## config.mk

```make
export PLATFORM = sky130hd
export DESIGN_NAME = misc_st_responder
export DESIGN_NICKNAME = d
export VERILOG_FILES = /design/src/rtl/misc_st_pkg.sv /design/src/rtl/misc_st_rsp_fifo.sv /design/src/rtl/misc_st_responder.sv
export SDC_FILE = /design/constraint.sdc
export NUM_CORES = 1
export LEC_CHECK = 0
export ABC_AREA = 1
export ABC_CLOCK_PERIOD_IN_PS = 2500
export BUFFER_PORTS_ARGS = -buffer_cell sky130_fd_sc_hd__buf_2
export CORE_ASPECT_RATIO = 1.4
export CORE_MARGIN = 3
export CORE_UTILIZATION = 50
export DETAILED_ROUTE_END_ITERATION = 8
export GPL_ROUTABILITY_DRIVEN = 0
export PLACE_DENSITY = 0.8
export SYNTH_ARGS = -nofsm -noshare
export SYNTH_HDL_FRONTEND = slang
export SYNTH_SLANG_ARGS = --single-unit
```

## constraint.sdc

```tcl
create_clock -name clk -period 2.5 [get_ports clk]
set_input_delay 0.125 -clock clk [delete_from_list [all_inputs] [get_ports clk]]
set_output_delay 0.125 -clock clk [all_outputs]
set_load 0.02 [all_outputs]
```

## src/rtl/misc_st_pkg.sv

```systemverilog
// Types and constants shared by the responder top and its response queue.
package misc_st_pkg;

    localparam int ERR_CNT_W  = 16;
    localparam int RSP_DATA_W = 32;

    // All-ones pattern; the top slices it to its own address width.
    localparam logic [63:0] STATUS_ADDR = '1;

    typedef struct packed {
        logic [RSP_DATA_W-1:0] rdata;
        logic                  err;
    } rsp_t;

    function automatic logic [ERR_CNT_W-1:0] sat_inc(input logic [ERR_CNT_W-1:0] value);
        return (value == '1) ? value : value + 1'b1;
    endfunction

endpackage

```

## src/rtl/misc_st_rsp_fifo.sv

```systemverilog
// Response queue: circular buffer with an occupancy counter and no fall-through.
module misc_st_rsp_fifo #(
    parameter int WIDTH = 33,
    parameter int DEPTH = 2,
    localparam int CNT_W = $clog2(DEPTH + 1),
    localparam int PTR_W = (DEPTH > 1) ? $clog2(DEPTH) : 1
) (
    input  logic             clk,
    input  logic             srst,
    input  logic             push,
    input  logic [WIDTH-1:0] wdata,
    input  logic             pop,
    output logic [WIDTH-1:0] rdata,
    output logic             full,
    output logic             empty,
    output logic [CNT_W-1:0] count
);

    logic [WIDTH-1:0] mem_reg [DEPTH];
    logic [PTR_W-1:0] wr_ptr_reg;
    logic [PTR_W-1:0] rd_ptr_reg;
    logic [CNT_W-1:0] count_reg;
    logic             do_push;
    logic             do_pop;

    function automatic logic [PTR_W-1:0] ptr_inc(input logic [PTR_W-1:0] ptr);
        return (ptr == PTR_W'(DEPTH - 1)) ? '0 : ptr + 1'b1;
    endfunction

    assign full    = (count_reg == CNT_W'(DEPTH));
    assign empty   = (count_reg == '0);
    assign count   = count_reg;
    assign rdata   = mem_reg[rd_ptr_reg];
    assign do_push = push & ~full;
    assign do_pop  = pop & ~empty;

    always_ff @(posedge clk) begin
        if (do_push) begin
            mem_reg[wr_ptr_reg] <= wdata;
        end
    end

    always_ff @(posedge clk) begin
        if (srst) begin
            wr_ptr_reg <= '0;
            rd_ptr_reg <= '0;
            count_reg  <= '0;
        end else begin
            if (do_push) begin
                wr_ptr_reg <= ptr_inc(wr_ptr_reg);
            end
            if (do_pop) begin
                rd_ptr_reg <= ptr_inc(rd_ptr_reg);
            end
            case ({do_push, do_pop})
                2'b10:   count_reg <= count_reg + 1'b1;
                2'b01:   count_reg <= count_reg - 1'b1;
                default: count_reg <= count_reg;
            endcase
        end
    end

endmodule

```

## src/rtl/misc_st_responder.sv

```systemverilog
// Valid/ready register-file responder: decodes requests, queues one response
// per accepted request and tracks a saturating error counter at the status address.
module misc_st_responder
    import misc_st_pkg::*;
#(
    parameter int DATA_WIDTH = 32,
    parameter int ADDR_WIDTH = 8,
    parameter int NUM_REGS   = 16,
    parameter int RSP_DEPTH  = 2
) (
    input  logic                  clk,
    input  logic                  reset,
    input  logic                  req_valid,
    output logic                  req_ready,
    input  logic                  req_we,
    input  logic [ADDR_WIDTH-1:0] req_addr,
    input  logic [DATA_WIDTH-1:0] req_wdata,
    output logic                  rsp_valid,
    input  logic                  rsp_ready,
    output logic [DATA_WIDTH-1:0] rsp_rdata,
    output logic                  rsp_err
);

    localparam int IDX_W = (NUM_REGS > 1) ? $clog2(NUM_REGS) : 1;
    localparam int CNT_W = $clog2(RSP_DEPTH + 1);
    localparam logic [ADDR_WIDTH-1:0] STAT_ADDR = STATUS_ADDR[ADDR_WIDTH-1:0];

    logic [DATA_WIDTH-1:0] regs_reg [NUM_REGS];
    logic [ERR_CNT_W-1:0]  err_count_reg;
    logic                  fifo_full;
    logic                  fifo_empty;
    logic [CNT_W-1:0]      fifo_count;
    rsp_t                  rsp_next;
    rsp_t                  rsp_head;
    logic                  accept;
    logic                  pop;
    logic                  is_status;
    logic                  in_range;
    logic [IDX_W-1:0]      idx;

    // Outputs are forced idle while reset is held, even before the queue clears.
    assign req_ready = (fifo_count < CNT_W'(RSP_DEPTH)) & ~reset;
    assign rsp_valid = ~fifo_empty & ~reset;
    assign rsp_rdata = rsp_valid ? DATA_WIDTH'(rsp_head.rdata) : '0;
    assign rsp_err   = rsp_valid & rsp_head.err;

    assign accept    = req_valid & req_ready;
    assign pop       = rsp_valid & rsp_ready;
    assign is_status = (req_addr == STAT_ADDR);
    assign in_range  = ~is_status && (int'(req_addr) < NUM_REGS);
    assign idx       = req_addr[IDX_W-1:0];

    always_comb begin
        rsp_next = '0;
        if (is_status) begin
            if (req_we) begin
                rsp_next.err = 1'b1;
            end else begin
                rsp_next.rdata = RSP_DATA_W'(err_count_reg);
            end
        end else if (in_range) begin
            if (!req_we) begin
                rsp_next.rdata = RSP_DATA_W'(regs_reg[idx]);
            end
        end else begin
            rsp_next.err = 1'b1;
        end
    end

    generate
        for (genvar gi = 0; gi < NUM_REGS; gi++) begin : g_regs
            always_ff @(posedge clk) begin
                if (reset) begin
                    regs_reg[gi] <= '0;
                end else if (accept && req_we && in_range && idx == IDX_W'(gi)) begin
                    regs_reg[gi] <= req_wdata;
                end
            end
        end
    endgenerate

    always_ff @(posedge clk) begin
        if (reset) begin
            err_count_reg <= '0;
        end else if (accept && rsp_next.err) begin
            err_count_reg <= sat_inc(err_count_reg);
        end
    end

    // full is redundant with the occupancy test above but keeps the push guard local.
    misc_st_rsp_fifo #(
        .WIDTH ($bits(rsp_t)),
        .DEPTH (RSP_DEPTH)
    ) u_rsp_fifo (
        .clk   (clk),
        .srst  (reset),
        .push  (accept & ~fifo_full),
        .wdata (rsp_next),
        .pop   (pop),
        .rdata (rsp_head),
        .full  (fifo_full),
        .empty (fifo_empty),
        .count (fifo_count)
    );

endmodule
```

Yosys cells after proc, flatten, opt, wreduce, memory -nomap -nowiden

Memories as Yosys holds them, arrays and structs flattened. A register that Yosys moved wholly into a read port is not among the register bits.
Cells that the tools add are included.

Input port bits: 45
Memories kept: 2
Register bits: 20
Bits in writable memories: 578
Word-level logic and storage cells: 166

Mux-type cells: 80
$add $sub $neg: 5
$lt $le $gt $ge: 2
Bitwise operators: 29
Equality and inequality tests: 20
Reductions and logical operators: 24

Memory list:

| name               | depth | width | rd ports | clocked after memory_dff | write ports | line                    | RTL |
|---|---|---|---|---|---|---|---|
| regs_reg           | 16    | 32    | 1        | 0                        | 16          | misc_st_responder.sv:28 | `logic [DATA_WIDTH-1:0] regs_reg [NUM_REGS];` |
| u_rsp_fifo.mem_reg | 2     | 33    | 1        | 1                        | 1           | misc_st_rsp_fifo.sv:19  | `logic [WIDTH-1:0] mem_reg [DEPTH];` |

Operators by type and width:

| kind                    | count |
|---|---|
| $mux W32                | 19 |
| $mux W1                 | 58 |
| $mux W33                | 1 |
| $eq A4 B4 Y1 const B    | 8 |
| $logic_and A1 B1 Y1     | 20 |
| $add A16 B1 Y16 const B | 1 |
| $eq A16 B16 Y1 const B  | 1 |
| $eq A4 B3 Y1 const B    | 4 |
| $mux W16                | 1 |
| $or A1 B1 Y1            | 16 |
| $and A1 B1 Y1           | 8 |
| $eq A4 B2 Y1 const B    | 2 |
| $eq A8 B8 Y1 const B    | 1 |
| $lt A8 B5 Y1 const B    | 1 |
| $not A1 Y1              | 5 |
| $eq A2 B2 Y1 const B    | 2 |
| $eq A4 B1 Y1 const B    | 1 |
| $logic_not A4 Y1        | 1 |
| $pmux W2 S2             | 1 |
| $add A1 B1 Y1 const B   | 2 |
| $add A2 B1 Y2 const B   | 1 |
| $eq A2 B1 Y1 const B    | 1 |
| $logic_not A2 Y1        | 1 |
| $lt A2 B2 Y1 const B    | 1 |
| 3 further kinds         | 3 |

Depth between registers and ports, before layout

Word-level depth: 10
Gate-level depth with buffers: 11

Modules after synthesis

A second synthesis with hierarchy kept.

Cell total of the unflattened synthesis: 2729
Area, all modules: 27019.7 µm²

Modules (own cells, without submodules):

| module            | cells each | times used | sequential area each (µm²) | area each (µm²) |
|---|---|---|---|---|
| misc_st_responder | 2586       | 1          | 15695.1                    | 24237.0 |
| misc_st_rsp_fifo  | 143        | 1          | 2082.0                     | 2782.7 |

Worst setup path before layout

Ideal clock, no wire load.

Path type: register to register
Start: register u_rsp_fifo.count_reg[1] (netlist: u_rsp_fifo.count[1])
End: memory u_rsp_fifo.mem_reg[1][0] (enable)
Setup time: 0.425 ns
Path slack: -0.140 ns
Required time: 2.075 ns
Cell stages (with the launch flop): 4
Arrival time: 2.216 ns
Clock period less this slack: 2.640 ns
Cells stage by stage: dfxtp_1 -> nor3b_4 -> inv_1 -> nor2_1

Longest elaborated chain between the ends: 7

Ends and longest elaborated chain:

| element                         | line                    | RTL |
|---|---|---|
| start: declaration              | misc_st_rsp_fifo.sv:22  | `logic [CNT_W-1:0] count_reg;` |
| start signal: assignment        | misc_st_rsp_fifo.sv:56  | `2'b10: count_reg <= count_reg + 1'b1;` |
| start signal: assignment        | misc_st_rsp_fifo.sv:57  | `2'b01: count_reg <= count_reg - 1'b1;` |
| start signal: assignment        | misc_st_rsp_fifo.sv:58  | `default: count_reg <= count_reg;` |
| $lt A2 B2 Y1                    | misc_st_responder.sv:42 | `assign req_ready = (fifo_count < CNT_W'(RSP_DEPTH)) & ~reset;` |
| $and A1 B1 Y1                   | misc_st_responder.sv:42 |  |
| $and A1 B1 Y1                   | misc_st_responder.sv:47 | `assign accept = req_valid & req_ready;` |
| $and A1 B1 Y1                   | misc_st_responder.sv:97 | `.push (accept & ~fifo_full),` |
| $and A1 B1 Y1 *                 | misc_st_rsp_fifo.sv:34  | `assign do_push = push & ~full;` |
| $mux W1 *                       | misc_st_rsp_fifo.sv:38  | `if (do_push) begin` |
| $mux W1 (not written as such) * | misc_st_rsp_fifo.sv:39  | `mem_reg[wr_ptr_reg] <= wdata;` |
| end: declaration                | misc_st_rsp_fifo.sv:19  |  |

Every way passes the cells marked *; elsewhere a longest branch is shown, timed or not.

==> flow_summary.json <==
{
  "status": "finished, final reports clean",
  "num_rows": 99,
  "top_level_ports": 80,
  "drt_first_pass_iters": 6,
  "sw_frac_of_total_pct": 23.96,
  "comb_power_share_pct": 8.6,
  "worst_slew_pin_slew_ns": 0.7925,
  "pre_cts_slack_ns": 0.06958,
  "grt_max_degree": 52,
  "drv_cap": 0,
  "multiInputGateArea_um2": 7755,
  "avgSynthCellArea_um2": 9.811,
  "worstSetupEndpointType": "flop",
  "synth.area.top_cells": "edfxtp_1, nand2_1, nor2_1",
  "diodes": 0,
  "postCtsSetupBuffers": 0,
  "fin_worst_skew_ns": 0.02093,
  "drt_iter0_markers": 2943,
  "numCtsBuffers": 51,
  "netlist_area_um2": 26560,
  "yosysUniqueCellTypes": 24,
  "fmax_mhz": 439.6,
  "fill_cells": 4219,
  "rsz0062_at_grt": "no",
  "clk_latency_ns": 0.61,
  "areaGrowthSynthToFinish_pct": 11.98,
  "yosysTopAreaCellShare_pct": 65.35,
  "die_h_um": 278.7,
  "criticalPathCategory": "reg2reg",
  "period_needed_ns": 2.275,
  "core_area_um2": 52270,
  "grt_pass1_vias": 20607,
  "clk_pin_slew_ns": 0.06,
  "fin_util_pct": 56.89,
  "antenna_left": 0,
  "leakage_nw": 12.10,
  "viasPerCell": 5.876,
  "drive_gt1_share_pct": 10.98,
  "hold_viol_final": 0,
  "internal_power_mw": 16.04,
  "portBuffers": 79,
  "seq_power_share_pct": 54.9,
  "grt_usage_pct": 27.40,
  "setup_ws_ns": 0.2254,
  "vias": 20583,
  "cts-root-buf": "clkbuf_16",
  "pwr-share-clk_pct": 36.6,
  "fin_setup_tns_ns": 0,
  "antenna_found_initial": 0,
  "layout.nets": 2803,
  "htree_levels": 2,
  "dp.final_hpwl_um": 47130,
  "yosysTopAreaCell": "edfxtp_1",
  "ir_drop_uv": 486.2,
  "drc_errors": 0,
  "dieWidth_um": 200.8,
  "dp_cells": 3409,
  "synthCells": 2707,
  "synth.net_count": 2754,
  "finalNonFillerCells": 3503,
  "die_area_um2": 55960,
  "largest_reg_flops": 512,
  "grt_overflow_total": 0,
  "relSlewSlack_pct": 46.61,
  "finalCritPeriodShare_pct": 90.98,
  "startpoint_type": "flop",
  "seq_area_um2": 17780,
  "tritoncts": "yes",
  "drt-total-wl_um": 78720,
  "clockBufferDepth": 3,
  "drv_slew": 0,
  "p_total_mw": 21.10,
  "hold_class": "in2reg",
  "synth_warnings": 0,
  "seq_area_frac_synth_pct": 66.93,
  "clock-sinks": 599,
  "crit_path_max_fanout": 11,
  "grt_pass1_wl_um": 117200,
  "start_util_pct": 50.81,
  "powerDensity_nw_per_um2": 709.4,
  "switching_power_mw": 5.055,
  "avgRoutedWirePerCell_um": 22.47,
  "crit_required_ns": 2.80,
  "setup_viol": 0,
  "ys_ff_latch": 599,
  "cp.arrival_ns": 2.57
}
## final timing paths
check,cells past startpoint,slack [ns],from,endpoint
max reg2reg,6,0.23,u_rsp_fifo.count[1],regs_reg[3][15]
min reg2reg,2,0.51,u_rsp_fifo.rd_ptr_reg,flop
min,3,0.02,reset,flop
max,6,0.23,u_rsp_fifo.count[1],regs_reg[3][15]
## power groups by stage
| stage | Sequential [mW] | Clock [mW] | Combinational, mW |
|---|---|---|---|
| after floorplan | 11.8 | 0 | 1.01 |
| after global placement | 11.8 | 0 | 1.72 |
| after detailed placement | 11.8 | 0 | 1.76 |
| after CTS | 11.6 | 7.70 | 1.77 |
| after global routing | 11.6 | 8.07 | 1.91 |
| final | 11.6 | 7.71 | 1.80 |
## metal layers
metal  global-route usage (%)  wire [um]  up-vias
met5                        0          0        -
met4                    24.39       8121        0
met3                    4.397       8118      438
met2                    46.45      38160     1534
met1                    29.72      24330     9647
li1                         -          -     8964
## Yosys cell counts
| cell | n |
|---|---|
| a21oi_1 | 31 |
| buf_1 | 17 |
| buf_2 | 67 |
| clkbuf_1 | 99 |
| clkinv_1 | 3 |
| dfxtp_1 | 21 |
| edfxtp_1 | 578 |
| ha_1 | 2 |
| inv_1 | 87 |
| inv_2 | 1 |
| mux2_2 | 33 |
| nand2_1 | 934 |
| nand3_1 | 122 |
| nand3b_1 | 2 |
| nand4_1 | 72 |
| nand4_2 | 1 |
| nor2_1 | 585 |
| nor2_2 | 1 |
| nor3_1 | 1 |
| nor3_2 | 3 |
| nor3b_4 | 1 |
| o21ai_0 | 36 |
| xnor2_1 | 3 |
| xor2_1 | 7 |
## layout make-up
type                    count  area share, %
inverters                  91          1.149
well taps                 707          2.974
repair buffers            179          4.763
multi-input cells        1834          26.08
clock buffers              67          4.670
flip-flops and latches    599          59.78
clock inverters            26         0.5932
## cells by family (layout without fill, tap and decap cells)
family          Yosys count  count (layout)  synth area share [%]
simple gates           1722            1722                 25.79
buf+inv                 274             363                 4.188
compound gates           67              67                 1.263
xor+xnor                 10              10                0.3298
fa+ha+maj                 2               2               0.09420
flops                   599             599                 66.93
mux                      33              33                 1.399
## stage by stage
stage               hold WS, ns  instance area [um2]
floorplan                0.3730                26560
global placement         0.4838                28160
detailed placement       0.5003                28160
CTS                    0.005802                29740
global route            0.03079                29740
finish                  0.01774                29740
## repair_timing
item	CTS	global route
endpoints found under the setup margin	0	65
resized for setup	0	1
endpoints found under the hold margin	2	0
hold buffers	1	0
## cells in the final DEF, fill, tap and decap left out, types with 2 or more instances in the layout
cell	count
nor2_4	8
clkbuf_16	53
nand3b_1	2
xor2_1	7
buf_4	80
bufinv_16	2
clkinv_1	12
nor2_2	2
clkinvlp_4	3
ha_1	2
nand4_1	72
clkbuf_1	13
o21ai_0	36
a21oi_1	31
nor2_1	576
buf_12	21
nand2_1	925
dfxtp_1	21
nand3_1	122
edfxtp_1	578
inv_1	87
buf_2	77
clkinv_2	12
mux2_2	33
nor3_2	3
xnor2_1	3
nand2_2	9
## worst max-delay path, cell delays in order (launching register included)
cell and delay [ns]:
dfxtp_1 0.36, nor3b_4 0.25, nand4_2 0.29, nor2_2 0.38, nand2_1 0.14, nand2_2 0.34
buf_12 0.21
(Power assumes the default switching activity.)
